File: src/rtl/jtag_master_if.sv
// rtl/jtag_master_if.sv - command/response channel of the JTAG initiator
interface jtag_master_if #(parameter int MAX_LEN = 64);
  logic               cmd_valid;
  logic               cmd_ready;
  logic [1:0]         cmd_op;
  logic [6:0]         cmd_len;
  logic [MAX_LEN-1:0] cmd_data;
  logic               rsp_valid;
  logic               rsp_ready;
  logic [MAX_LEN-1:0] rsp_data;
  logic               busy;

  modport slave (
    input  cmd_valid, cmd_op, cmd_len, cmd_data, rsp_ready,
    output cmd_ready, rsp_valid, rsp_data, busy
  );

  modport master (
    output cmd_valid, cmd_op, cmd_len, cmd_data, rsp_ready,
    input  cmd_ready, rsp_valid, rsp_data, busy
  );
endinterface

File: src/rtl/jtag_master.sv
// rtl/jtag_master.sv - command-driven IEEE 1149.1 TAP initiator
// Each TCK period is one step; pins load at the falling edge, TDO samples on the rising edge.
module jtag_master #(
  parameter int CLK_DIV = 4,
  parameter int MAX_LEN = 64
) (
  input  logic         clk,
  input  logic         rstn,
  jtag_master_if.slave bus,
  output logic         jtag_tck,
  output logic         jtag_tms,
  output logic         jtag_tdi,
  input  logic         jtag_tdo,
  output logic         jtag_trstn
);
  localparam int         IW       = (MAX_LEN > 1) ? $clog2(MAX_LEN) : 1;
  localparam logic [7:0] DIV_LAST = 8'(CLK_DIV - 1);
  localparam logic [6:0] LEN_MAX  = 7'(MAX_LEN);

  typedef enum logic [3:0] {
    S_INIT, S_IDLE, S_RST, S_DR_PRE, S_IR_PRE, S_SHIFT, S_POST, S_RUN, S_DONE
  } state_t;

  state_t             state_q, state_d;
  logic [6:0]         cnt_q, cnt_d, len_q, len_d, scan_len;
  logic [7:0]         div_q, div_d;
  logic [1:0]         op_q, op_d;
  logic [MAX_LEN-1:0] data_q, data_d, rsp_data_q, rsp_data_d;
  logic               tck_q, tck_d, tms_q, tms_d, tdi_q, tdi_d;
  logic               trstn_q, trstn_d, tap_known_q, tap_known_d, load_pins;

  function automatic logic step_tms(state_t st, logic [6:0] c, logic [6:0] n);
    case (st)
      S_RST:    return c < 7'd5;
      S_DR_PRE: return c == 7'd0;
      S_IR_PRE: return c < 7'd2;
      S_SHIFT:  return c == n - 7'd1;
      S_POST:   return c == 7'd0;
      default:  return 1'b0;
    endcase
  endfunction

  function automatic logic [6:0] step_last(state_t st, logic [6:0] n);
    case (st)
      S_RST:    return 7'd5;
      S_DR_PRE: return 7'd2;
      S_IR_PRE: return 7'd3;
      S_POST:   return 7'd1;
      S_SHIFT,
      S_RUN:    return n - 7'd1;
      default:  return 7'd0;
    endcase
  endfunction

  // First state of an op once the TAP sits in Run-Test/Idle.
  function automatic state_t op_entry(logic [1:0] op, logic [6:0] n);
    case (op)
      2'd1:    return S_IR_PRE;
      2'd2:    return S_DR_PRE;
      2'd3:    return (n == 7'd0) ? S_DONE : S_RUN;
      default: return S_DONE;
    endcase
  endfunction

  always_comb begin
    state_d     = state_q;
    cnt_d       = cnt_q;
    len_d       = len_q;
    div_d       = div_q;
    op_d        = op_q;
    data_d      = data_q;
    rsp_data_d  = rsp_data_q;
    tck_d       = tck_q;
    tms_d       = tms_q;
    tdi_d       = tdi_q;
    trstn_d     = trstn_q;
    tap_known_d = tap_known_q;
    load_pins   = 1'b0;
    scan_len    = bus.cmd_len;
    if (bus.cmd_len == 7'd0)         scan_len = 7'd1;
    else if (bus.cmd_len > LEN_MAX)  scan_len = LEN_MAX;

    case (state_q)
      S_INIT: begin
        state_d = S_IDLE;
        trstn_d = 1'b1;
      end
      S_IDLE: begin
        if (bus.cmd_valid) begin
          op_d       = bus.cmd_op;
          len_d      = (bus.cmd_op == 2'd1 || bus.cmd_op == 2'd2) ? scan_len : bus.cmd_len;
          data_d     = bus.cmd_data;
          rsp_data_d = '0;
          cnt_d      = 7'd0;
          state_d    = (bus.cmd_op == 2'd0 || !tap_known_q) ? S_RST
                                                            : op_entry(bus.cmd_op, bus.cmd_len);
          load_pins  = 1'b1;
        end
      end
      S_DONE: begin
        if (bus.rsp_ready) state_d = S_IDLE;
      end
      default: begin
        if (div_q == DIV_LAST) begin
          div_d = 8'd0;
          tck_d = ~tck_q;
          if (!tck_q) begin
            if (state_q == S_SHIFT) rsp_data_d[cnt_q[IW-1:0]] = jtag_tdo;
          end else begin
            load_pins = 1'b1;
            if (cnt_q == step_last(state_q, len_q)) begin
              cnt_d = 7'd0;
              case (state_q)
                S_RST: begin
                  tap_known_d = 1'b1;
                  state_d     = op_entry(op_q, len_q);
                end
                S_DR_PRE, S_IR_PRE: state_d = S_SHIFT;
                S_SHIFT:            state_d = S_POST;
                default:            state_d = S_DONE;
              endcase
            end else begin
              cnt_d = cnt_q + 7'd1;
            end
          end
        end else begin
          div_d = div_q + 8'd1;
        end
      end
    endcase

    if (load_pins) begin
      tms_d   = step_tms(state_d, cnt_d, len_d);
      tdi_d   = (state_d == S_SHIFT) && data_d[cnt_d[IW-1:0]];
      trstn_d = !(state_d == S_RST && cnt_d == 7'd0);
    end
  end

  always_ff @(posedge clk or negedge rstn) begin
    if (!rstn) begin
      state_q     <= S_INIT;
      cnt_q       <= '0;
      len_q       <= '0;
      div_q       <= '0;
      op_q        <= '0;
      data_q      <= '0;
      rsp_data_q  <= '0;
      tck_q       <= 1'b0;
      tms_q       <= 1'b1;
      tdi_q       <= 1'b0;
      trstn_q     <= 1'b0;
      tap_known_q <= 1'b0;
    end else begin
      state_q     <= state_d;
      cnt_q       <= cnt_d;
      len_q       <= len_d;
      div_q       <= div_d;
      op_q        <= op_d;
      data_q      <= data_d;
      rsp_data_q  <= rsp_data_d;
      tck_q       <= tck_d;
      tms_q       <= tms_d;
      tdi_q       <= tdi_d;
      trstn_q     <= trstn_d;
      tap_known_q <= tap_known_d;
    end
  end

  assign bus.cmd_ready = (state_q == S_IDLE);
  assign bus.rsp_valid = (state_q == S_DONE);
  assign bus.rsp_data  = rsp_data_q;
  assign bus.busy      = !(state_q == S_INIT || state_q == S_IDLE || state_q == S_DONE);
  assign jtag_tck      = tck_q;
  assign jtag_tms      = tms_q;
  assign jtag_tdi      = tdi_q;
  assign jtag_trstn    = trstn_q;
endmodule
File: src/flat_wrapper.sv
// flat-port wrapper written by rule: the top's interface ports become plain ports
module jtag_master_flat 
#(
  parameter int CLK_DIV = 4,
  parameter int MAX_LEN = 64
)
  (clk, rstn, jtag_tck, jtag_tms, jtag_tdi, jtag_tdo, jtag_trstn, bus_cmd_valid, bus_cmd_op, bus_cmd_len, bus_cmd_data, bus_rsp_ready, bus_cmd_ready, bus_rsp_valid, bus_rsp_data, bus_busy);
  jtag_master_if #(.MAX_LEN(MAX_LEN)) bus_i ();
  input  logic clk;
  input  logic rstn;
  output logic jtag_tck;
  output logic jtag_tms;
  output logic jtag_tdi;
  input  logic jtag_tdo;
  output logic jtag_trstn;
  input wire logic [$bits(bus_i.cmd_valid)-1:0] bus_cmd_valid;
  input wire logic [$bits(bus_i.cmd_op)-1:0] bus_cmd_op;
  input wire logic [$bits(bus_i.cmd_len)-1:0] bus_cmd_len;
  input wire logic [$bits(bus_i.cmd_data)-1:0] bus_cmd_data;
  input wire logic [$bits(bus_i.rsp_ready)-1:0] bus_rsp_ready;
  output wire logic [$bits(bus_i.cmd_ready)-1:0] bus_cmd_ready;
  output wire logic [$bits(bus_i.rsp_valid)-1:0] bus_rsp_valid;
  output wire logic [$bits(bus_i.rsp_data)-1:0] bus_rsp_data;
  output wire logic [$bits(bus_i.busy)-1:0] bus_busy;
  assign bus_i.cmd_valid = bus_cmd_valid;
  assign bus_i.cmd_op = bus_cmd_op;
  assign bus_i.cmd_len = bus_cmd_len;
  assign bus_i.cmd_data = bus_cmd_data;
  assign bus_i.rsp_ready = bus_rsp_ready;
  assign bus_cmd_ready = bus_i.cmd_ready;
  assign bus_rsp_valid = bus_i.rsp_valid;
  assign bus_rsp_data = bus_i.rsp_data;
  assign bus_busy = bus_i.busy;
  jtag_master #(.CLK_DIV(CLK_DIV), .MAX_LEN(MAX_LEN)) u_core (.clk(clk), .rstn(rstn), .bus(bus_i), .jtag_tck(jtag_tck), .jtag_tms(jtag_tms), .jtag_tdi(jtag_tdi), .jtag_tdo(jtag_tdo), .jtag_trstn(jtag_trstn));
endmodule
File: config.mk
export PLATFORM = sky130hd
export DESIGN_NAME = jtag_master_flat
export DESIGN_NICKNAME = d
export VERILOG_FILES = /design/src/rtl/jtag_master_if.sv /design/src/rtl/jtag_master.sv /design/src/flat_wrapper.sv
export SDC_FILE = /design/constraint.sdc
export NUM_CORES = 1
export LEC_CHECK = 0
export ABC_AREA = 1
export CORE_MARGIN = 4
export CORE_UTILIZATION = 55
export DETAILED_ROUTE_END_ITERATION = 16
export PLACE_DENSITY = 0.87
export SLEW_MARGIN = 25
export SYNTH_ARGS = -nofsm -noshare
export SYNTH_HDL_FRONTEND = slang
export SYNTH_SLANG_ARGS = --single-unit
export TNS_END_PERCENT = 100
File: constraint.sdc
create_clock -name clk -period 5.7 [get_ports clk]
set_input_delay 1.425 -clock clk [delete_from_list [all_inputs] [get_ports clk]]
set_output_delay 1.425 -clock clk [all_outputs]
set_load 0.02 [all_outputs]
==> flow_summary.yaml, run 1 <==
synthesis:
  syn_avg_cell_area_um2: 7.325
  post_synth_inst_count: 1216
  synth_warnings: 0
  ys_ff_latch: 161
  ys_async_sr_fraction_pct: 100.0
  ys_types: 40
  synth_top_family_by_area: "simple AND/OR/NAND/NOR gates"
  netlist_area_mm2: 0.008907
  synth_compound_area_share_pct: 14.22
  synth-simple-area-share_pct: 29.98
  synthesis.nets: 1300
  synth_xor_xnor_area_share_pct: 1.475
  synthFlopType: "dfrtp_1"
  yosysSeqAreaShare_pct: 45.25
  synth_edf_count: 0
  synthMuxAreaShare_pct: 0
  synth_fa_ha_area_share_pct: 0.8428
grt:
  grt_use_met2_pct: 45.27
  grt_busiest_layer: "met2"
  grt_pass1_wl_mm: 40.16
  grt_antenna_before_repair: 0
  overflow: 0
  track_usage_pct: 27.27
  grt_max_degree: 90
  gr-usage-met1_pct: 35.81
  met3_usage_pct: 4.866
  grt_pass1_vias: 8176
finish:
  instances_no_fill: 1551
  post-route-util_pct: 69.53
  n_antenna_cell: 0
  fillCellCount: 1239
  area_growth_pct: 24.01
  drive_above_1_share_pct: 6.816
  multi_input_area_mm2: 0.004167
  register_area_mm2: 0.004030
  nNetsFinal: 1406
clock_network:
  holdBufCountCts: 0
  cts_setup_buffers: 0
  cts_root_buf: "clkbuf_16"
  htreeDepth: 4
  cts_sinks: 161
  ctsResizeCount: 0
  cts_buffers: 17
  cts_tree: "done"
  clock_path_buffers: 2
  clkSlewWorstSetupHoldPaths_ps: 70
  clk_latency_ps: 450
worst_setup_path:
  crit_type: "input port to flop"
  startpoint_type: "input port"
  crit_arrival_ps: 4460
  endpoint_kind: "flop"
  crit_fanout: 26
  required_ps: 6030
timing:
  slew_headroom_pct: 39.80
  rsz0062_at_grt: "false"
  drv_slew: 0
  fin_setup_tns_ps: 0
  period_share_pct: 72.43
  tightest_slew_ps: 901.6
  setup_viol: 0
  hold_viol: 0
  fin_ws_ps: 1571
  min_period_ps: 4129
  max_freq_mhz: 242.2
  fin_skew_ps: 15.76
status:
  status: "completed"
routing:
  post-route-drc-count: 0
  vias: 8779
  wl_per_cell_um: 16.16
  dr.first_iter.drc_count: 916
  vias_per_cell: 5.660
  routed_wl_mm: 25.07
  drt_first_pass_iters: 7
  ant_nets: 0
place:
  gp_congestion: 0.9619
  port_buffers: 148
  place_hpwl_mm: 17.12
  numPlacedInstances: 1519
  dp_slack_ps: 1054
power:
  internal_power_mw: 1.863
  pwr-share-seq_pct: 47.2
  swShare_pct: 22.95
  comb_power_share_pct: 3.6
  powerDensity_mw_per_mm2: 218.9
  power_switching_mw: 0.5550
  power_frac_clock_pct: 49.2
  fin_total_pwr_mw: 2.418
  peakVddDrop_mv: 0.2187
  leakagePower_nw: 5.393
die:
  dieArea_mm2: 0.01830
  chipHeight_um: 135.3
  die_w_um: 135.3
  initial_core_util_pct: 56.07
  coreArea_mm2: 0.01589
  rows: 46
  ios: 149
run:
  max-cap-violations: 0
worst_hold_path:
  hp-class: "flop to flop"
-- synth_stat cells (4+ instances only) --
library cell	instances	area share [%]
a21oi_1	17	0.96
buf_2	17	0.96
clkbuf_1	47	2.0
dfrtp_1	160	45
ha_1	6	0.84
inv_1	110	4.6
inv_2	8	0.34
nand2_1	418	18
nand3_1	87	4.9
nand4_1	9	0.63
nor2_1	60	2.5
nor3_1	20	1.1
o21ai_0	116	6.5
o21ai_1	4	0.22
o31ai_1	65	5.5
or2_2	29	2.0
xnor2_1	4	0.39
xor2_1	11	1.1
-- power groups by stage --
stage | combinational (mW) | sequential (mW) | clock (mW)
6_report | 0.0871 | 1.14 | 1.19
5_1_grt | 0.0955 | 1.14 | 1.24
4_1_cts | 0.0886 | 1.14 | 1.19
3_5_place_dp | 0.0884 | 1.16 | 0
3_3_place_gp | 0.0881 | 1.16 | 0
2_1_floorplan | 0.00575 | 1.16 | 0
-- flip-flops by register name, indices dropped and copies added, names as in the netlist --
register             cells
u_core.jtag_tdi          1
u_core.jtag_trstn        1
u_core.bus.rsp_data     64
u_core.jtag_tck          1
u_core.op_q              2
u_core.div_q             8
u_core.data_q           64
u_core.len_q             7
u_core.jtag_tms          1
u_core.tap_known_q       1
u_core.cnt_q             7
u_core.state_q           4
-- cell type report --
type                            instances  area share [%]
Clock buffer                           18           3.976
Clock inverter                         14           1.495
Inverter                              119           4.044
Multi-Input combinational cell        869           37.72
Sequential cell                       161           36.49
Tap cell                              216           2.447
Timing Repair Buffer                  154           13.83
-- critical path: stages --
cell and delay, ps:
clkdlybuf4s50_1 610, nand2_2 100, inv_2 360, nor2_1 230, nand2_1 100, nand2_1 350
a21oi_1 640, nand2_1 110, nand2_1 90, nor2_1 40, nand2_1 70, nand3_1 70
nand2_1 80, nand2_1 50, nand3_1 70, nand2_1 50
-- placed cells by master, fill, tap and decap left out, types with 2 or more instances in the layout --
master	Yosys	layout
clkbuf_16	0	17
and2_1	2	2
inv_2	8	8
o21ai_1	4	4
xnor2_1	4	4
inv_1	110	110
nor3_1	20	20
nor2_1	60	60
or2_2	29	29
inv_8	0	2
buf_4	2	6
o31ai_1	65	64
nand2_2	1	3
o21ai_2	2	2
clkdlybuf4s50_1	0	147
ha_1	6	6
a21oi_1	17	17
nor2_2	2	2
nand3_2	1	2
clkinv_4	0	2
o21ai_0	116	116
bufinv_16	0	2
a211oi_1	2	2
nand2_1	418	416
xor2_1	11	11
inv_6	0	6
o211ai_1	2	2
nand3_1	87	86
nand4_1	9	9
dfrtp_1	160	160
-- cell families after synthesis --
| family | after synthesis |
|---|---|
| simple gates | 635 |
| buf+inv | 186 |
| xor+xnor | 15 |
| flops | 161 |
| fa+ha+maj | 6 |
| compound gates | 213 |
-- stage by stage --
stage               area (µm²)  hold slack (ps)
floorplan                 8907            427.3
global placement         10440            445.8
detailed placement       10440            462.6
CTS                      11040            479.1
global route             11050            494.0
finish                   11050            474.1
-- routing by layer --
| layer | vias to the layer above | wire (µm) |
|---|---|---|
| met1 | 4114 | 10120 |
| met2 | 429 | 12270 |
| met3 | 66 | 2021 |
| met5 | - | 0 |
| met4 | 0 | 652 |
| li1 | 4170 | - |
-- final timing paths --
kind / startpoint / endpoint / slack, ps / cells past startpoint
worst max-delay path: bus_cmd_valid / u_core.jtag_tdi$_DFFE_PN0P_ / 1570 / 16
worst min-delay path: u_core.div_q[7]$_DFFE_PN0P_ / u_core.div_q[7]$_DFFE_PN0P_ / 470 / 1
worst max register to register: u_core.state_q[2]$_DFF_PN0_ / u_core.jtag_tdi$_DFFE_PN0P_ / 1740 / 19
worst min register to register: u_core.div_q[7]$_DFFE_PN0P_ / u_core.div_q[7]$_DFFE_PN0P_ / 470 / 1
max in group asynchronous: rstn / u_core.len_q[2]$_DFF_PN0_ / 3630 / 2
min in group asynchronous: rstn / u_core.op_q[1]$_DFFE_PN0P_ / 1050 / 1
No activity file was read; power rests on OpenSTA's default activity.
==> run 2: changes to the inputs <==
- CORE_UTILIZATION: 55 -> 54
- PLACE_DENSITY: 0.87 -> 0.86
- clock period: 5.7 -> 4.3 ns (I/O delays scaled with it)
==> flow_summary.yaml, run 2 (synthesized netlist as in run 1, its figures left out) <==
finish:
  area_growth_pct: 24.82
  final_common_cell: "nand2_1"
  n_antenna_cell: 0
  final_cell_mix: "nand2_1 (417), dfrtp_1 (160), clkdlybuf4s50_1 (147), o21ai_0 (116), inv_1 (110)"
  fillCellCount: 1267
  drive_above_1_share_pct: 7.015
  post-route-util_pct: 69.49
  nNetsFinal: 1412
clock_network:
  cts_sinks: 161
  clk_latency_ps: 430
  cts_root_buf: "clkbuf_16"
  cts_setup_buffers: 0
  cts_tree: "done"
  cts_buffers: 17
  htreeDepth: 4
  clock_path_buffers: 2
  clkSlewWorstSetupHoldPaths_ps: 60
  ctsResizeCount: 0
  holdBufCountCts: 0
worst_setup_path:
  startpoint_type: "flop"
  required_ps: 4620
  endpoint_kind: "flop"
  critPathCapture: "u_core.jtag_tdi$_DFFE_PN0P_"
  crit_arrival_ps: 3940
  r2r_cells: 19
  crit_fanout: 25
  regToRegSetupSlack_ps: 680
  r2r_start: "u_core.state_q[0]$_DFF_PN0_"
  crit_type: "flop to flop"
  r2r-end: "u_core.jtag_tdi$_DFFE_PN0P_"
  worstSetupStartpoint: "u_core.state_q[0]$_DFF_PN0_"
timing:
  fin_ws_ps: 680.4
  hold_viol: 0
  drv_slew: 0
  setup_viol: 0
  fin_skew_ps: 9.521
  period_share_pct: 84.18
  min_period_ps: 3620
  tightest_slew_ps: 881.9
  slew_headroom_pct: 41.20
  max_freq_mhz: 276.3
  fin_setup_tns_ps: 0
  rsz0062_at_grt: "false"
die:
  initial_core_util_pct: 55.67
  coreArea_mm2: 0.01600
  dieArea_mm2: 0.01861
  chipHeight_um: 136.4
  die_w_um: 136.4
  ios: 149
  rows: 46
worst_hold_path:
  holdPathStages: 1
  hp-class: "flop to flop"
run:
  max-cap-violations: 0
place:
  port_buffers: 148
  place_hpwl_mm: 17.22
  dp_slack_ps: 514.8
  gp_congestion: 0.9658
routing:
  routed_wl_mm: 25.30
  dr.first_iter.drc_count: 1095
  ant_nets: 0
  wl_per_cell_um: 16.26
  vias_per_cell: 5.621
  vias: 8746
  post-route-drc-count: 0
  drt_first_pass_iters: 8
grt:
  grt_antenna_before_repair: 0
  grt_max_degree: 95
  overflow: 0
  track_usage_pct: 27.68
  grt_pass1_vias: 8325
  grt_pass1_wl_mm: 41.11
power:
  peakVddDrop_mv: 0.3350
  leakagePower_nw: 5.425
  powerDensity_mw_per_mm2: 287.2
status:
  status: "completed"
[run 2: metrics by stage]
stage          instances  power (mW)  instance area, µm²  hold WS [ps]
2_1_floorplan       1216       1.551                8907         427.3
3_3_place_gp        1524       1.661               10500         449.4
3_5_place_dp        1524       1.662               10500         463.0
4_1_cts             1555       3.205               11100         477.8
5_1_grt             1556       3.279               11120         496.6
6_report            1556       3.193               11120         472.6
[run 2: power breakdown]
group          leakage, nW  internal (mW)  total, mW  switching, mW
registers             2.19           1.51       1.51              0
clock network        0.289          0.929       1.56          0.632
logic                 2.95         0.0668      0.118         0.0510
total                 5.43           2.51       3.19          0.683
[run 2: cell type report]
class	instances	area [µm²]	share of cell area (%)
flip-flops and latches	161	4030	36.25
well taps	216	270.3	2.431
repair buffers	160	1605	14.44
multi-input cells	869	4164	37.45
inverters	119	446.7	4.018
clock buffers	19	442.9	3.984
clock inverters	12	158.9	1.429
[run 2: how the worst min path moves through the flow]
stage	startpoint	end	slack (ps)
floorplan	u_core.tap_known_q$_DFFE_PN0P_	u_core.tap_known_q$_DFFE_PN0P_	430
global placement	u_core.tap_known_q$_DFFE_PN0P_	u_core.tap_known_q$_DFFE_PN0P_	450
detailed placement	u_core.data_q[10]$_DFF_PN0_	u_core.data_q[10]$_DFF_PN0_	460
CTS	u_core.div_q[7]$_DFFE_PN0P_	u_core.div_q[7]$_DFFE_PN0P_	480
global route	u_core.data_q[10]$_DFF_PN0_	u_core.data_q[10]$_DFF_PN0_	500
finish	u_core.div_q[7]$_DFFE_PN0P_	u_core.div_q[7]$_DFFE_PN0P_	470
[run 2: per-layer routing]
layer | vias to the layer above | global-route usage [%] | part of all wire (%)
met5 | - | 0 | 0
met4 | 0 | 10.69 | 3.0
met3 | 72 | 4.848 | 7.1
met2 | 416 | 45.10 | 49
met1 | 4101 | 37.02 | 41
li1 | 4157 | - | -
[run 2: critical path: stages (launching register included)]
cell	delay [ps]
dfrtp_1	440
inv_2	140
nor3_4	90
nor2_1	610
inv_2	290
a21oi_1	240
nand2_2	340
nand2_1	230
buf_4	280
inv_2	120
nand2_1	90
nand3_1	70
nand2_1	60
nand2_1	40
nand2_1	70
nand3_1	100
nand2_1	110
nand2_1	50
nand3_1	70
nand2_1	50
